===== src/rtl/rf_ctrl_pkg.sv =====
// Shared types and default widths for the register-file access controller.
// Holds the FSM state encoding and the packed request layout.
package rf_ctrl_pkg;

    localparam int DEF_DATA_W = 8;
    localparam int DEF_ADDR_W = 3;
    localparam int DEF_CNT_W  = 8;

    typedef enum logic [2:0] {
        IDLE,
        ISSUE,
        CAPTURE,
        RESP,
        INIT
    } state_t;

    typedef struct packed {
        logic                  wr;
        logic [DEF_ADDR_W-1:0] addr;
        logic [DEF_DATA_W-1:0] wdata;
    } req_t;

endpackage


===== src/rtl/rf_access_ctrl.sv =====
// Single-command initiator for the flip-flop register file: request in, one RF strobe,
// response out. Define RF_INIT_EN to sweep INIT_VAL into every entry after reset.
module rf_access_ctrl
    import rf_ctrl_pkg::*;
#(
    parameter int DATA_W = DEF_DATA_W,
    parameter int ADDR_W = DEF_ADDR_W,
    parameter int CNT_W  = DEF_CNT_W
`ifdef RF_INIT_EN
    ,
    parameter logic [DATA_W-1:0] INIT_VAL = '0
`endif
) (
    input  logic              clk,
    input  logic              reset,
    input  logic              req_valid,
    output logic              req_ready,
    input  logic              req_wr,
    input  logic [ADDR_W-1:0] req_addr,
    input  logic [DATA_W-1:0] req_wdata,
    output logic              rsp_valid,
    input  logic              rsp_ready,
    output logic [DATA_W-1:0] rsp_rdata,
    output logic              rsp_err,
    output logic [DATA_W-1:0] rf_din,
    output logic [ADDR_W-1:0] rf_addr,
    output logic              rf_wr,
    output logic              rf_rd,
    input  logic [DATA_W-1:0] rf_dout,
    input  logic              rf_error,
    output logic [CNT_W-1:0]  err_count
);

    state_t              state_reg;
    logic                req_ready_reg;
    logic                rsp_valid_reg;
    logic [DATA_W-1:0]   rsp_rdata_reg;
    logic                rsp_err_reg;
    logic [DATA_W-1:0]   rf_din_reg;
    logic [ADDR_W-1:0]   rf_addr_reg;
    logic                rf_wr_reg;
    logic                rf_rd_reg;
    logic [CNT_W-1:0]    err_count_reg;
    logic                cmd_wr_reg;
`ifdef RF_INIT_EN
    logic [ADDR_W-1:0]   init_addr_reg;
`endif

    assign req_ready = req_ready_reg;
    assign rsp_valid = rsp_valid_reg;
    assign rsp_rdata = rsp_rdata_reg;
    assign rsp_err   = rsp_err_reg;
    assign rf_din    = rf_din_reg;
    assign rf_addr   = rf_addr_reg;
    assign rf_wr     = rf_wr_reg;
    assign rf_rd     = rf_rd_reg;
    assign err_count = err_count_reg;

    always_ff @(posedge clk) begin
        if (reset) begin
            req_ready_reg <= 1'b0;
            rsp_valid_reg <= 1'b0;
            rsp_rdata_reg <= '0;
            rsp_err_reg   <= 1'b0;
            rf_din_reg    <= '0;
            rf_addr_reg   <= '0;
            rf_wr_reg     <= 1'b0;
            rf_rd_reg     <= 1'b0;
            err_count_reg <= '0;
            cmd_wr_reg    <= 1'b0;
`ifdef RF_INIT_EN
            init_addr_reg <= '0;
            state_reg     <= INIT;
`else
            state_reg     <= IDLE;
`endif
        end else begin
            rf_wr_reg <= 1'b0;
            rf_rd_reg <= 1'b0;
            case (state_reg)
                IDLE: begin
                    req_ready_reg <= 1'b1;
                    if (req_valid && req_ready_reg) begin
                        // Strobes are registered here so they are visible for the whole
                        // ISSUE cycle; rf_addr/rf_din double as the command latch.
                        cmd_wr_reg    <= req_wr;
                        rf_addr_reg   <= req_addr;
                        rf_din_reg    <= req_wdata;
                        rf_wr_reg     <= req_wr;
                        rf_rd_reg     <= ~req_wr;
                        req_ready_reg <= 1'b0;
                        state_reg     <= ISSUE;
                    end
                end
                ISSUE: begin
                    state_reg <= CAPTURE;
                end
                CAPTURE: begin
                    rsp_err_reg   <= rf_error;
                    rsp_rdata_reg <= (!cmd_wr_reg && !rf_error) ? rf_dout : '0;
                    rsp_valid_reg <= 1'b1;
                    state_reg     <= RESP;
                end
                RESP: begin
                    if (rsp_ready) begin
                        rsp_valid_reg <= 1'b0;
                        req_ready_reg <= 1'b1;
                        state_reg     <= IDLE;
                        if (rsp_err_reg && (err_count_reg != {CNT_W{1'b1}})) begin
                            err_count_reg <= err_count_reg + 1'b1;
                        end
                    end
                end
`ifdef RF_INIT_EN
                INIT: begin
                    rf_wr_reg     <= 1'b1;
                    rf_addr_reg   <= init_addr_reg;
                    rf_din_reg    <= INIT_VAL;
                    init_addr_reg <= init_addr_reg + 1'b1;
                    // req_ready rises from IDLE one cycle later, after the last write.
                    if (init_addr_reg == {ADDR_W{1'b1}}) begin
                        state_reg <= IDLE;
                    end
                end
`endif
                default: begin
                    state_reg <= IDLE;
                end
            endcase
        end
    end

endmodule

===== config.mk =====
export PLATFORM = sky130hd
export DESIGN_NAME = rf_access_ctrl
export DESIGN_NICKNAME = d
export VERILOG_FILES = /design/src/rtl/rf_ctrl_pkg.sv /design/src/rtl/rf_access_ctrl.sv
export SDC_FILE = /design/constraint.sdc
export NUM_CORES = 1
export LEC_CHECK = 0
export BUFFER_PORTS_ARGS = -buffer_cell sky130_fd_sc_hd__buf_2
export CAP_MARGIN = 20
export CORE_AREA = 2 2 59 61
export DETAILED_ROUTE_END_ITERATION = 12
export DIE_AREA = 0 0 61 63
export PLACE_DENSITY = 0.76
export SLEW_MARGIN = 0
export SYNTH_ARGS = -nofsm -noshare
export SYNTH_HDL_FRONTEND = slang
export SYNTH_SLANG_ARGS = --single-unit

===== constraint.sdc =====
create_clock -name clk -period 1.6 [get_ports clk]
set_input_delay 0 -clock clk [delete_from_list [all_inputs] [get_ports clk]]
set_output_delay 0 -clock clk [all_outputs]
set_load 0.05 [all_outputs]

== Yosys cells after proc, flatten, opt, wreduce, memory -nomap -nowiden ==
Cells that the tools add are included.
Cells by class
  $add $sub $neg: 1
  equal/unequal tests: 6
  muxes and demuxes: 9
  bitwise logic cells: 3
  reduce and logical (&&, ||, !) cells: 14
Operator list (count)
  $pmux W3 S4: 1
  $add A8 B1 Y8 const B: 1
  $mux W8: 1
  $ne A8 B8 Y1 const B: 1
  $reduce_and A2 Y1: 4
  $eq A3 B2 Y1 const B: 2
  $mux W3: 2
  $ne A2 B2 Y1 const B: 2
  $pmux W1 S2: 2
  $reduce_bool A2 Y1: 2
  $eq A3 B1 Y1 const B: 1
  $logic_and A1 B1 Y1: 3
  $logic_not A3 Y1: 1
  $mux W1: 3
  $not A1 Y1: 3
  $reduce_and A3 Y1: 1
  $reduce_or A3 Y1: 1
  $logic_not A1 Y1: 2
Storage, ports and cells
  register bits: 36
  input bits: 25
  word-level logic and storage cells: 44

== Logic depth before layout (Yosys ltp) ==
Gate-level depths: netlist of the first run.
  word-level depth: 3
  depth in mapped cells: 7

== Worst setup path after synthesis of the first run ==
Ideal clock, no wire load.
  path type: register -> register
  start point: register err_count_reg[0] (netlist: err_count[0])
  end point: register err_count_reg[6] (netlist: err_count[6])
  data arrival time: 1703 ps
  data required time: 1530 ps
  setup slack: -173 ps
  cell stages (with the launch flop): 5
  cell sequence: dfxtp_1 ha_1 nand3_4 or4_1 a21oi_1
Between the ends
  longest elaborated chain between the ends: 3
  elaborated cells between the ends (all ways): 4
  classes of those cells: 1 x add/sub; 1 x eq/ne; 2 x reduce/logical
Ends and longest elaborated chain
  start, declared: RTL line rf_access_ctrl.sv:43  | logic [CNT_W-1:0] err_count_reg;
  start signal, assigned: RTL line rf_access_ctrl.sv:110  | err_count_reg <= err_count_reg + 1'b1;
  parallel branches: the longest is 3 deep, another holds $add A8 B1 Y8
Several ways; the timed one is not identified.
A chain may end at the register's enable or synchronous reset.

== Worst setup path in the final report of the first run ==
  start point: register state_reg[1]
  end point: register err_count_reg[6] (netlist: err_count[6])
Between the ends
  longest elaborated chain between the ends: 2
Ends and longest elaborated chain
  start, declared: RTL line rf_access_ctrl.sv:34  | state_t state_reg;
  start signal, assigned: RTL line rf_access_ctrl.sv:75  | state_reg <= IDLE;
  start signal, assigned: RTL line rf_access_ctrl.sv:92  | state_reg <= ISSUE;
  start signal, assigned: RTL line rf_access_ctrl.sv:96  | state_reg <= CAPTURE;
  $eq A3 B2 Y1: RTL line rf_access_ctrl.sv:80  | case (state_reg)
  $reduce_and A3 Y1 (no line)
No other way between the ends.

==> impl_metrics.yaml, run 1 <==
run_status:
  outcome: "finished, final reports clean"
clock_tree:
  path_clk_slew_ns: 0.10
  cts_tree: "done"
  clockRootBuffer: "clkbuf_4"
  clock_sinks: 35
  clockBufferDepth: 2
  clk_latency_ns: 0.32
  postCtsSetupBuffers: 0
  htreeDepth: 2
  cts_inserted_buffers: 5
sta:
  relSlewSlack_pct: 57.8
  hold_violations: 0
  worst_pin_slew_ns: 0.634
  post-route-period-util_pct: 91.4
  report.final.slew_viol_count: 0
  finClkSkew_ns: 0.00402
  hold_ws_ns: 0.0179
  rsz0062_at_grt: "yes"
  fmax_mhz: 684
  min_period_ns: 1.46
  finalSetupViolCount: 0
job:
  drv_cap: 0
cells_and_area:
  final_nets: 276
  drive_above_1_share_pct: 30.0
  n_antenna_cell: 0
  final_cell_mix: "56 x buf_2, 31 x dfxtp_1, 28 x nand2_1"
  fin_cells: 293
  area_growth_pct: 40.7
  fillers: 298
  final_common_cell: "buf_2"
worst_setup_path:
  worst-path-max-fanout: 8
  cpPeakStageDelay_ns: 0.42
  reg2regPathDepth: 5
  cp.required_ns: 1.79
  critPathKind: "flip-flop to flip-flop"
  path_depth: 5
  cp_num_buf_inv: 0
  crit_end: "err_count[6]"
  r2r_setup_slack_ns: 0.14
  r2r_end: "err_count[6]"
  cp_data_arrival_time_ns: 1.65
  r2r_start: "state_reg[1]"
  cp-end-kind: "flip-flop"
  cp-start-kind: "flip-flop"
  path_delay_family: "flip-flops"
  crit_path_top_delay_cell: "dfxtp_1"
  path_cells: "ha_2 > and3_1 > o21ai_2 > o31ai_1 > a21oi_1"
  startpoint: "state_reg[1]"
placement:
  place_congestion: 0.765
  dp_cells: 264
  numPortBuffers: 56
  dp_hpwl_um: 2080
synth:
  synth_cell_types: 28
  netlist_instances: 167
  synth-seq-cells: 35
  synthArstFlopShare_pct: 0
  ys.flop_type: "dfxtp_1"
  synth_edf_count: 0
  ys.warnings.count: 0
  avgSynthCellArea_um2: 8.74
  syn_area_um2: 1460
  syn-num-nets: 197
  ys_seq_area_share_pct: 48.0
power:
  ir_drop_uv: 717
  total_leakage_power_nw: 0.914
  power_density_nw_per_um2: 1260
global_route:
  antenna_found_initial: 0
  grt_pass1_vias: 1315
  grt_pass1_wl_um: 5440
  grt_max_degree: 36
  grt_overflow_total: 0
  track_usage_pct: 18.6
drt:
  viasPerCell: 4.77
  num_vias: 1397
  initialDrtViolationCount: 46
  route.detailed.drc: 0
  wirelength_um: 3250
  ant_nets: 0
  wire_per_inst_um: 11.1
  dr.pass1.iters: 4
die:
  start_util_pct: 45.2
  die_h_um: 63
  rows: 21
  dieWidth_um: 61
  ios: 57
  core-area_um2: 3230
  dieArea_um2: 3840
min_path:
  hold_path.class: "primary input to flip-flop"
==> cells in the mapped netlist (4+ instances only) <==
cell      number  area [um2]
nor2_1        18        67.6
nand3_1       10        50.1
nand2b_1       8        50.1
dfxtp_1       35         701
mux2i_1        5        50.1
a21oi_1       23         115
clkbuf_1       4        15.0
xor2_1         5        43.8
nand2_1       28         105
ha_1           5        62.6
==> cells by family after synthesis <==
group	Yosys count	share of synthesized area (%)
compound gates	30	11.7
xor+xnor	5	3.00
fa+ha+maj	5	4.28
buf+inv	10	4.11
flops	35	48.0
mux	5	3.43
simple gates	77	25.5
==> what timing repair did <==
| action | 4_1_cts | 5_1_grt |
|---|---|---|
| gates resized for setup | 0 | 1 |
| endpoints found under the setup margin | 0 | 2 |
| hold buffers | 21 | 0 |
| endpoints found under the hold margin | 23 | 0 |
==> per-stage QoR <==
| stage | area [um2] | util (%) | TNS, ns | setup slack, ns | power [W] |
|---|---|---|---|---|---|
| floorplan | 1470 | - | 0 | 0.0205 | 0.00182 |
| global placement | 1770 | 54.9 | 0 | 0.171 | 0.00202 |
| detailed placement | 1770 | 54.9 | 0 | 0.0950 | 0.00204 |
| CTS | 2050 | 63.5 | 0 | 0.0829 | 0.00261 |
| global route | 2050 | 63.6 | -0.0264 | -0.0264 | 0.00277 |
| finish | 2050 | 63.6 | 0 | 0.137 | 0.00259 |
==> how the worst min path moves through the flow <==
stage              start        end  slack (ns)  depth (start not counted)
2_1_floorplan     req_wr      rf_rd        0.08                          1
3_3_place_gp      req_wr      rf_rd        0.20                          2
3_5_place_dp      req_wr      rf_rd        0.21                          2
4_1_cts        rsp_ready  rsp_valid       0.006                          4
5_1_grt        rsp_ready  rsp_valid        0.03                          4
6_report       rsp_ready  rsp_valid        0.02                          4
==> report_power, final <==
group          switching, W  total (W)  internal [W]
sequential        0.0000768    0.00107      0.000989
clock              0.000276   0.000535      0.000259
combinational      0.000653   0.000986      0.000333
total               0.00101    0.00259       0.00158
==> worst reg2reg max path: stages (launching register included) <==
cell,delay [ns]
dfxtp_1,0.42
ha_2,0.27
and3_1,0.23
o21ai_2,0.10
o31ai_1,0.21
a21oi_1,0.09
==> final cells by class <==
type	instances	area [um2]	area share [%]
Tap cell	46	57.6	2.80
Multi-Input combinational cell	122	702	34.2
Sequential cell	35	706	34.3
Inverter	2	7.51	0.365
Timing Repair Buffer	80	513	25.0
Clock buffer	8	68.8	3.35
==> per-layer routing <==
layer | vias up | wire [um] | global-route usage [%]
met5 | - | 0 | 0
met4 | 0 | 38 | 7.88
met3 | 5 | 189 | 5.59
met2 | 36 | 1630 | 30.6
met1 | 630 | 1400 | 21.8
li1 | 726 | - | -
Power figures use the tool's default switching activity.
==> run 2, diff against run 1 <==
--- a/config.mk
+++ b/config.mk
@@ -7,10 +7,11 @@
 export LEC_CHECK = 0
 export BUFFER_PORTS_ARGS = -buffer_cell sky130_fd_sc_hd__buf_2
 export CAP_MARGIN = 20
-export CORE_AREA = 2 2 59 61
+export CORE_AREA = 2 2 49 74
 export DETAILED_ROUTE_END_ITERATION = 12
-export DIE_AREA = 0 0 61 63
-export PLACE_DENSITY = 0.76
+export DIE_AREA = 0 0 51 76
+export PLACE_DENSITY = 0.75
+export SETUP_SLACK_MARGIN = 0.5
 export SLEW_MARGIN = 0
 export SYNTH_ARGS = -nofsm -noshare
 export SYNTH_HDL_FRONTEND = slang
==> run 2 against run 1 <==
Worst hold slack gained 0.070 ns. Highest routed layer unchanged. Die area is 0.86% higher. Routed wire length up 45%. Combinational power increased by 62%. Sequential cell count unchanged. Clock skew increased by 0.0066 ns. Register-to-register slack better by 0.13 ns. First-iteration DRC count increased by 2.2%. Sequential power is 7% higher. Fmax increased by 9.8%. Clock-buffer cell count is the same. Final area grew 21%. Largest power group is now combinational cells.
==> impl_metrics.yaml, run 2 (synthesis gave the netlist of run 1 again) <==
sta:
  hold_violations: 0
  relSlewSlack_pct: 56.7
  finClkSkew_ns: 0.0106
  tns_ns: 0
  report.final.slew_viol_count: 0
  finalSetupViolCount: 0
  worst_pin_slew_ns: 0.650
  post-route-period-util_pct: 83.3
  fmax_mhz: 751
  rsz0062_at_grt: "yes"
  min_period_ns: 1.33
run_status:
  outcome: "finished, final reports clean"
power:
  clockPowerShare_pct: 20.8
  total_leakage_power_nw: 1.05
  ir_drop_uv: 965
  p_int_w: 0.00211
  seqPwrFrac_pct: 33.0
  p_switching_w: 0.00135
  sw_frac_of_total_pct: 39.0
  power_density_nw_per_um2: 1390
  p_comb_share_pct: 46.2
cells_and_area:
  regArea_um2: 738
  drive_above_1_share_pct: 47.9
  fin_cells: 303
  area_growth_pct: 70.8
  multi_input_area_um2: 903
  fin_area_um2: 2490
  fillers: 233
  final_common_cell: "buf_2"
  final_cell_mix: "56 x buf_2, 23 x dfxtp_1, 21 x dlygate4sd3_1"
  final_nets: 290
  n_antenna_cell: 0
worst_setup_path:
  cp_data_arrival_time_ns: 1.54
  cp.required_ns: 1.81
  worst-path-max-fanout: 6
  cp-start-kind: "flip-flop"
  critPathKind: "flip-flop to flip-flop"
  cp-end-kind: "flip-flop"
global_route:
  grt_pass1_vias: 1553
  track_usage_pct: 23.9
  grt_pass1_wl_um: 6990
  grt_overflow_total: 0
  antenna_found_initial: 0
  grt_max_degree: 36
placement:
  dp_cells: 257
  placed_cell_area_um2: 1860
  dp_hpwl_um: 2300
  place_congestion: 0.727
  numPortBuffers: 56
clock_tree:
  clock_sinks: 35
  clockRootBuffer: "clkbuf_8"
  cts_tree: "done"
  cts_inserted_buffers: 5
  htreeDepth: 2
  clockBufferDepth: 2
  path_clk_slew_ns: 0.07
  clk_latency_ns: 0.30
min_path:
  hold_path.class: "primary input to flip-flop"
job:
  drv_cap: 0
die:
  start_util_pct: 44.4
  dieArea_um2: 3880
  die_h_um: 76
  core-area_um2: 3290
  dieWidth_um: 51
  ios: 57
  rows: 26
drt:
  dr.pass1.iters: 4
  ant_nets: 0
  route.detailed.drc: 0
  wire_per_inst_um: 15.5
  wirelength_um: 4700
  initialDrtViolationCount: 47
  viasPerCell: 5.17
  num_vias: 1568
run 2: final cells by class:
type / count / share of cell area (%)
tap: 42 / 2.11
clock buffer: 8 / 4.06
sequential: 35 / 29.6
inverter: 2 / 0.502
multi-input combinational: 123 / 36.2
timing repair buffer: 93 / 27.5
run 2: through the flow:
stage,worst slack [ns],total power [W],utilization [%],hold slack [ns]
3_3_place_gp,0.300,0.00216,56.6,0.196
3_5_place_dp,0.257,0.00217,56.6,0.198
6_report,0.268,0.00345,75.9,0.0879
4_1_cts,0.279,0.00317,70.6,0.0718
5_1_grt,0.228,0.00362,75.9,0.117
2_1_floorplan,0.289,0.00201,-,0.0783
run 2: final timing paths:
check	startpoint	to	slack, ns	cells past startpoint
setup / recovery	state_reg[0]	err_count[6]	0.27	4
hold / removal	rsp_ready	rsp_valid	0.09	4
setup reg to reg	state_reg[0]	err_count[6]	0.27	4
hold reg to reg	rf_addr[2]	rf_addr[2]	0.46	2
run 2: critical path, stage by stage (launching register included):
cell	delay, ns
dfxtp_4	0.39
ha_4	0.17
nand3_2	0.08
or4_1	0.48
a21oi_1	0.13
run 2: per-layer routing:
metal / part of all wire, % / global-route usage, % / routed length (um) / vias up
li1: - / - / - / 753
met1: 37 / 24.4 / 1740 / 753
met2: 56 / 43.6 / 2630 / 53
met3: 4.8 / 7.06 / 224 / 9
met4: 2.1 / 8.92 / 99 / 0
met5: 0 / 0 / 0 / -
run 2: power groups by stage:
stage          Sequential (W)  Combinational (W)  Clock, W
3_3_place_gp          0.00113            0.00104         0
4_1_cts               0.00111            0.00134  0.000721
5_1_grt               0.00115            0.00170  0.000769
2_1_floorplan         0.00143           0.000574         0
6_report              0.00114            0.00160  0.000718
3_5_place_dp          0.00114            0.00104         0
run 2: timing repair:
item,CTS,global route
pin swaps,12,18
setup endpoints to repair,24,35
gates cloned,1,2
hold endpoints to repair,23,0
hold buffers,21,0
gates resized for setup,6,29
buffers inserted,12,2
